<file path="config.mk">
export PLATFORM = sky130hd
export DESIGN_NAME = bht_update_queue_flat
export DESIGN_NICKNAME = d
export VERILOG_FILES = /design/src/rtl/bht_update_queue_if.sv /design/src/rtl/bht_update_queue.sv /design/src/flat_wrapper.sv
export SDC_FILE = /design/constraint.sdc
export NUM_CORES = 1
export LEC_CHECK = 0
export BUFFER_PORTS_ARGS = -buffer_cell sky130_fd_sc_hd__buf_2
export CAP_MARGIN = 20
export CORE_UTILIZATION = 45
export DETAILED_ROUTE_END_ITERATION = 6
export GPL_ROUTABILITY_DRIVEN = 0
export PLACE_DENSITY_LB_ADDON = 0.1
export SYNTH_ARGS = -nofsm -noshare
export SYNTH_HDL_FRONTEND = slang
export SYNTH_SLANG_ARGS = --single-unit
</file>
<file path="constraint.sdc">
create_clock -name clk -period 5.5 [get_ports clk]
set_input_delay 1.1 -clock clk [delete_from_list [all_inputs] [get_ports clk]]
set_output_delay 1.1 -clock clk [all_outputs]
set_load 0.1 [all_outputs]
</file>
<file path="src/rtl/bht_update_queue_if.sv">
// Execute-to-predictor update bus for bht_update_queue.
// With BUQ_PERF_EN defined the bus also carries the stall_cnt counter.
interface bht_update_queue_if #(
    parameter int DEPTH = 8
);
    logic [1:0]                     in_valid;
    logic [1:0][31:0]               in_pc;
    logic [1:0]                     in_taken;
    logic                           in_ready;
    logic                           update_en;
    logic [31:0]                    pc_dispatch;
    logic                           taken_actual;
    logic [$clog2(DEPTH+1)-1:0]     count;
`ifdef BUQ_PERF_EN
    logic [31:0]                    stall_cnt;
`endif

    modport master (
        output in_valid, in_pc, in_taken,
        input  in_ready, update_en, pc_dispatch, taken_actual, count
`ifdef BUQ_PERF_EN
        , input stall_cnt
`endif
    );

    modport slave (
        input  in_valid, in_pc, in_taken,
        output in_ready, update_en, pc_dispatch, taken_actual, count
`ifdef BUQ_PERF_EN
        , output stall_cnt
`endif
    );
endinterface

</file>
<file path="src/rtl/bht_update_queue.sv">
// Two-in / one-out in-order queue feeding resolved branches to the BHT/PHT update port.
// Optional feature macro: BUQ_PERF_EN adds a saturating backpressure stall counter.
module bht_update_queue #(
    parameter int DEPTH = 8
) (
    input  logic           clk,
    input  logic           rst,
    bht_update_queue_if.slave q
);
    localparam int PW = $clog2(DEPTH);
    localparam int CW = $clog2(DEPTH + 1);

    // Storage is never reset; only pointers and occupancy are.
    logic [31:0]      r_pc [DEPTH];
    logic [DEPTH-1:0] r_tk;
    logic [PW-1:0]    r_head;
    logic [PW-1:0]    r_tail;
    logic [CW-1:0]    r_count;

    logic             w_ready;
    logic             w_push0;
    logic             w_push1;
    logic [1:0]       w_npush;
    logic             w_pop;
    logic [PW-1:0]    w_slot1_idx;
    logic [CW-1:0]    w_count_next;

    assign w_ready      = (r_count <= CW'(DEPTH - 2));
    assign w_push0      = w_ready & q.in_valid[0];
    assign w_push1      = w_ready & q.in_valid[1];
    assign w_npush      = {1'b0, w_push0} + {1'b0, w_push1};
    assign w_pop        = (r_count != '0);
    // Slot 1 lands right behind slot 0 only when slot 0 is also written.
    assign w_slot1_idx  = w_push0 ? r_tail + PW'(1) : r_tail;
    assign w_count_next = r_count + CW'(w_npush) - CW'(w_pop);

    always_ff @(posedge clk) begin
        if (w_push0) begin
            r_pc[r_tail] <= q.in_pc[0];
            r_tk[r_tail] <= q.in_taken[0];
        end
        if (w_push1) begin
            r_pc[w_slot1_idx] <= q.in_pc[1];
            r_tk[w_slot1_idx] <= q.in_taken[1];
        end
    end

    always_ff @(posedge clk) begin
        if (rst) begin
            r_head  <= '0;
            r_tail  <= '0;
            r_count <= '0;
        end else begin
            r_tail  <= r_tail + PW'(w_npush);
            r_head  <= r_head + PW'(w_pop);
            r_count <= w_count_next;
        end
    end

    assign q.in_ready     = w_ready;
    assign q.update_en    = w_pop;
    assign q.pc_dispatch  = w_pop ? r_pc[r_head] : 32'h0;
    assign q.taken_actual = w_pop ? r_tk[r_head] : 1'b0;
    assign q.count        = r_count;

`ifdef BUQ_PERF_EN
    function automatic logic [31:0] sat_inc(input logic [31:0] v);
        return (v == 32'hFFFF_FFFF) ? v : v + 32'd1;
    endfunction

    logic [31:0] r_stall_cnt;

    always_ff @(posedge clk) begin
        if (rst) begin
            r_stall_cnt <= '0;
        end else if ((q.in_valid != 2'b00) && !w_ready) begin
            r_stall_cnt <= sat_inc(r_stall_cnt);
        end
    end

    assign q.stall_cnt = r_stall_cnt;
`endif
endmodule

</file>
<file path="src/flat_wrapper.sv">
// flat-port wrapper written by rule: the top's interface ports become plain ports
module bht_update_queue_flat 
#(
    parameter int DEPTH = 8
)
  (clk, rst, q_in_valid, q_in_pc, q_in_taken, q_in_ready, q_update_en, q_pc_dispatch, q_taken_actual, q_count);
  bht_update_queue_if #(.DEPTH(DEPTH)) q_i ();
  input  logic clk;
  input  logic rst;
  input wire logic [$bits(q_i.in_valid)-1:0] q_in_valid;
  input wire logic [$bits(q_i.in_pc)-1:0] q_in_pc;
  input wire logic [$bits(q_i.in_taken)-1:0] q_in_taken;
  output wire logic [$bits(q_i.in_ready)-1:0] q_in_ready;
  output wire logic [$bits(q_i.update_en)-1:0] q_update_en;
  output wire logic [$bits(q_i.pc_dispatch)-1:0] q_pc_dispatch;
  output wire logic [$bits(q_i.taken_actual)-1:0] q_taken_actual;
  output wire logic [$bits(q_i.count)-1:0] q_count;
  assign q_i.in_valid = q_in_valid;
  assign q_i.in_pc = q_in_pc;
  assign q_i.in_taken = q_in_taken;
  assign q_in_ready = q_i.in_ready;
  assign q_update_en = q_i.update_en;
  assign q_pc_dispatch = q_i.pc_dispatch;
  assign q_taken_actual = q_i.taken_actual;
  assign q_count = q_i.count;
  bht_update_queue #(.DEPTH(DEPTH)) u_core (.clk(clk), .rst(rst), .q(q_i));
endmodule
</file>
Word-level counts from Yosys, hierarchy flattened. Memories as Yosys holds them, arrays and structs flattened. A register that Yosys moved wholly into a read port is not among the register bits. Index checks and enable logic that the tools add are counted.

Flip-flop bits (word level): 18. Bits in latches: 0. RAM bits: 256. Memory bits (read-only): 0. Bits of input ports: 70. Memories: 1.

Add/sub/neg operators: 6. Multiply operators: 0. Div/mod/pow operators: 0. $lt $le $gt $ge: 6. Equality and inequality tests: 0. Shift operators: 0. Mux-type cells: 18. Bitwise gates (word level): 2. Reduce and logical (&&, ||, !) cells: 3.

Memories: u_core.r_pc (words 8, width 32, read ports 1, clocked after Yosys merged registers in 1, wr ports 2, line bht_update_queue.sv:14) `logic [31:0] r_pc [DEPTH];`.

Operators with widths (number): $mux 32 (1); $bwmux 8 (2); $mux 8 (2); $lt 3x4->1 const B (3); $mux 1 (8); $demux 1 s3 (2); $ge 3x1->1 const B (2); $mux 3 (2); $add 4x2->4 (1); $le 4x3->1 const B (1); $reduce_bool 4->1 (1); $sub 4x1->4 (1); $add 3x1->3 (1); $add 3x1->3 const B (1); $add 3x2->3 (1); $bmux 1 s3 (1); $add 1x1->2 (1); $and 1x1->1 (2); $logic_and 1x1->1 (2).

Depth between registers and ports, before layout.
Depth after elaboration: 9. Gate-level depth with buffers: 14. Mapped depth without buffers: 13.

Least setup slack after synthesis. Ideal clock, no wire load.

Path kind: reg2reg. Start: register u_core.r_count[3], in the netlist u_core.q.count[3]. End: memory u_core.r_pc[4][0], enable pin. Library setup time: 466 ps. Arrival: 4594 ps. Data required time: 5034 ps. Slack: 440 ps. Stages on the path, launching flop included: 8. Buffers on the path: 2. Period minus slack after synthesis: 5060 ps. Cell sequence: dfxtp_1 -> inv_1 -> ha_1 -> and3_1 -> buf_6 -> or4_1 -> clkbuf_1 -> o21ai_0.

RTL lines: start: declaration (line bht_update_queue.sv:18) `logic [CW-1:0] r_count;`; start signal: assignment (line bht_update_queue.sv:56) `r_count <= w_count_next;`; end: declaration (line bht_update_queue.sv:14).

==> impl_metrics.yaml <==
sta:
  maxSlewViolCount: 0
  slew-limit-headroom: 0.325
  hold_viol_final: 0
  finalCriticalPeriod_ns: 4.00
  period_share: 0.726
  rsz0062_at_grt: "no"
  fin_skew_ns: 0.0151
  fmax_mhz: 250
  setup_viol: 0
  timing.setup.tns_ns: 0
  fin_ws_ns: 1.50
  worstMarginPinSlew_ns: 1.01
  hold_ws_ns: 0.506
hold_path:
  min_path_type: "reg -> reg"
  hold_end: "u_core.r_tk[0]$_DFF_P_"
  worstHoldPathCells: 2
  min_from: "u_core.r_tk[0]$_DFF_P_"
setup_path:
  regToRegSetupSlack_ns: 2.10
  rr_worst_depth: 7
  cp-start-kind: "flip-flop"
  cp-end-kind: "output pin"
  crit_type: "reg -> out"
  startpoint: "u_core.r_head[0]$_SDFF_PP0_"
  reg2reg_to: "u_core.r_pc[7][2]$_DFFE_PP_"
  r2r-start: "u_core.q.count[3]$_SDFF_PP0_"
  path_max_fanout: 36
  critPathRequiredTime_ns: 4.40
  worstPathArrival_ns: 2.90
floorplanning:
  dieArea_mm2: 0.0333
  die_h_um: 182
  coreArea_mm2: 0.0318
  io_pins: 109
  initial_core_util: 0.460
  fp.dieW_um: 182
  num_rows: 65
global_routing:
  grt_pass1_vias: 8563
  antenna_found_initial: 3
  grt_pass1_wl_um: 53000
  overflow: 0
  grt_usage: 0.214
  grt_max_degree: 52
final_layout:
  syn2layout_area_growth_pct: 13.5
  layout_common_cells: "256 x edfxtp_1, 128 x mux2_2, 112 x mux2_4"
  final_util: 0.523
  final_net_count: 1041
  drive_gt1_frac: 0.515
  n_fill_cell: 2652
  mostFrequentLayoutCell: "edfxtp_1"
logic_synthesis:
  synth_area_leaders: "edfxtp_1 53%, mux2_4 11%, mux4_2 10%, mux2_2 9.8%, dfxtp_1 2.5%"
  yosys.area.top_type_share: 0.525
  synth-edff-count: 256
  synth_area_mm2: 0.0146
  yosysTopAreaCell: "edfxtp_1"
  avgSynthCellArea_um2: 17.1
  synth_cell_types: 41
  yosysSeqAreaShare: 0.550
  yosysWarningCount: 0
  async_flop_share: 0
  synthCells: 855
  ys.flop_type: "edfxtp_1"
  synthesis.nets: 939
  ys_ff_latch: 274
flow_run:
  max-cap-violations: 0
routing:
  dr.pass1.iters: 4
  wirelength_um: 34600
  drc: 0
  wl_per_cell_um: 24.4
  drt-initial-drc-count: 479
  antenna_left: 0
  num_vias: 8078
  viasPerCell: 5.70
placement:
  dp_hpwl_um: 20800
  portBuffers: 108
  dp_slack_ns: 1.77
outcome:
  status: "finished clean"
pwr:
  leakage_nw: 6.08
  max-vdd-ir-drop_mv: 0.531
  power_density_mw_per_mm2: 582
clock_tree:
  cts.repair.resized: 0
  cts_tree: "built"
  htree_levels: 2
  clock-sinks: 274
  clockBufferDepth: 3
  clk_pin_slew_ns: 0.05
  root_buffer: "clkbuf_16"
  postCtsHoldBufs: 0
  clock_latency_ns: 0.51
  cts_buffers: 34
  post_cts_buffers: 0
==> area by class of cell <==
| type | count | area (µm²) | area share |
|---|---|---|---|
| sequential | 274 | 8060 | 0.485 |
| clock inverter | 16 | 128 | 0.00768 |
| inverter | 12 | 45.0 | 0.00271 |
| multi-input combinational | 506 | 6210 | 0.374 |
| antenna | 3 | 7.51 | 0.000452 |
| tap | 435 | 544 | 0.0327 |
| clock buffer | 41 | 898 | 0.0541 |
| timing repair buffer | 129 | 731 | 0.0440 |
==> critical path: stages (launching register included) <==
cell	delay, ns
dfxtp_4	0.86
buf_4	0.41
mux4_2	0.56
mux2i_1	0.15
nor2_1	0.05
buf_2	0.33
==> metal layers <==
metal | global-route usage | routed length, µm | vias to the layer above
met4 | 0.0518 | 511 | 0
met2 | 0.373 | 17500 | 199
met1 | 0.283 | 15300 | 4200
met5 | 0 | 0 | -
met3 | 0.0283 | 1260 | 39
li1 | - | - | 3640
==> metrics by stage <==
stage	cell area, µm²	total power, W	std cells
2_1_floorplan	14600	0.00668	855
3_3_place_gp	15600	0.00763	1355
3_5_place_dp	15600	0.00767	1356
4_1_cts	16600	0.00977	1413
5_1_grt	16600	0.0101	1414
6_report	16600	0.00967	1416
==> cells in the mapped netlist (2+ instances only) <==
cell and instances:
nor2b_1 9, mux2_1 16, a31o_1 4, edfxtp_1 256
xnor2_1 4, mux2_2 128, nand4b_1 4, nand4_1 6
fa_1 2, mux4_2 66, buf_1 9, nor2_1 41
o31ai_1 3, nand3_1 7, clkbuf_1 15, and3_1 3
mux2i_1 33, buf_6 23, a31oi_1 8, ha_1 12
o21ai_0 16, nand2b_1 3, or4_4 2, a311oi_1 8
nand2_1 3, dfxtp_1 18, inv_1 12, buf_2 16
a31o_2 5, mux2_4 112
==> where the power goes <==
part | internal, W | switching (W)
Clock | 0.00125 | 0.000848
Combinational | 0.00135 | 0.00315
Sequential | 0.00278 | 0.000297
==> kinds of logic (layout without fill, tap and decap cells) <==
| kind of cell | after synthesis | in the layout | share of synthesized area |
|---|---|---|---|
| mux | 355 | 355 | 0.350 |
| flops | 274 | 274 | 0.550 |
| simple gates | 84 | 84 | 0.0296 |
| buf+inv | 75 | 198 | 0.0324 |
| compound gates | 48 | 48 | 0.0226 |
| fa+ha+maj | 14 | 14 | 0.0130 |
| xor+xnor | 5 | 5 | 0.00299 |
| other cells | 0 | 3 | 0 |
==> worst max path at each step <==
stage,depth (start not counted),to
4_1_cts,5,q_pc_dispatch[28]
2_1_floorplan,7,u_core.r_pc[4][0]$_DFFE_PP_
3_5_place_dp,5,u_core.r_pc[6][14]$_DFFE_PP_
6_report,5,q_pc_dispatch[28]
5_1_grt,5,q_pc_dispatch[17]
3_3_place_gp,6,u_core.r_pc[1][23]$_DFFE_PP_
==> registers in the layout, summed over array words and instances (netlist names) <==
name	count
u_core.r_pc	256
u_core.r_tk	8
u_core.q.count	4
u_core.r_head	3
u_core.r_tail	3
Power figures use the tool's default switching activity.
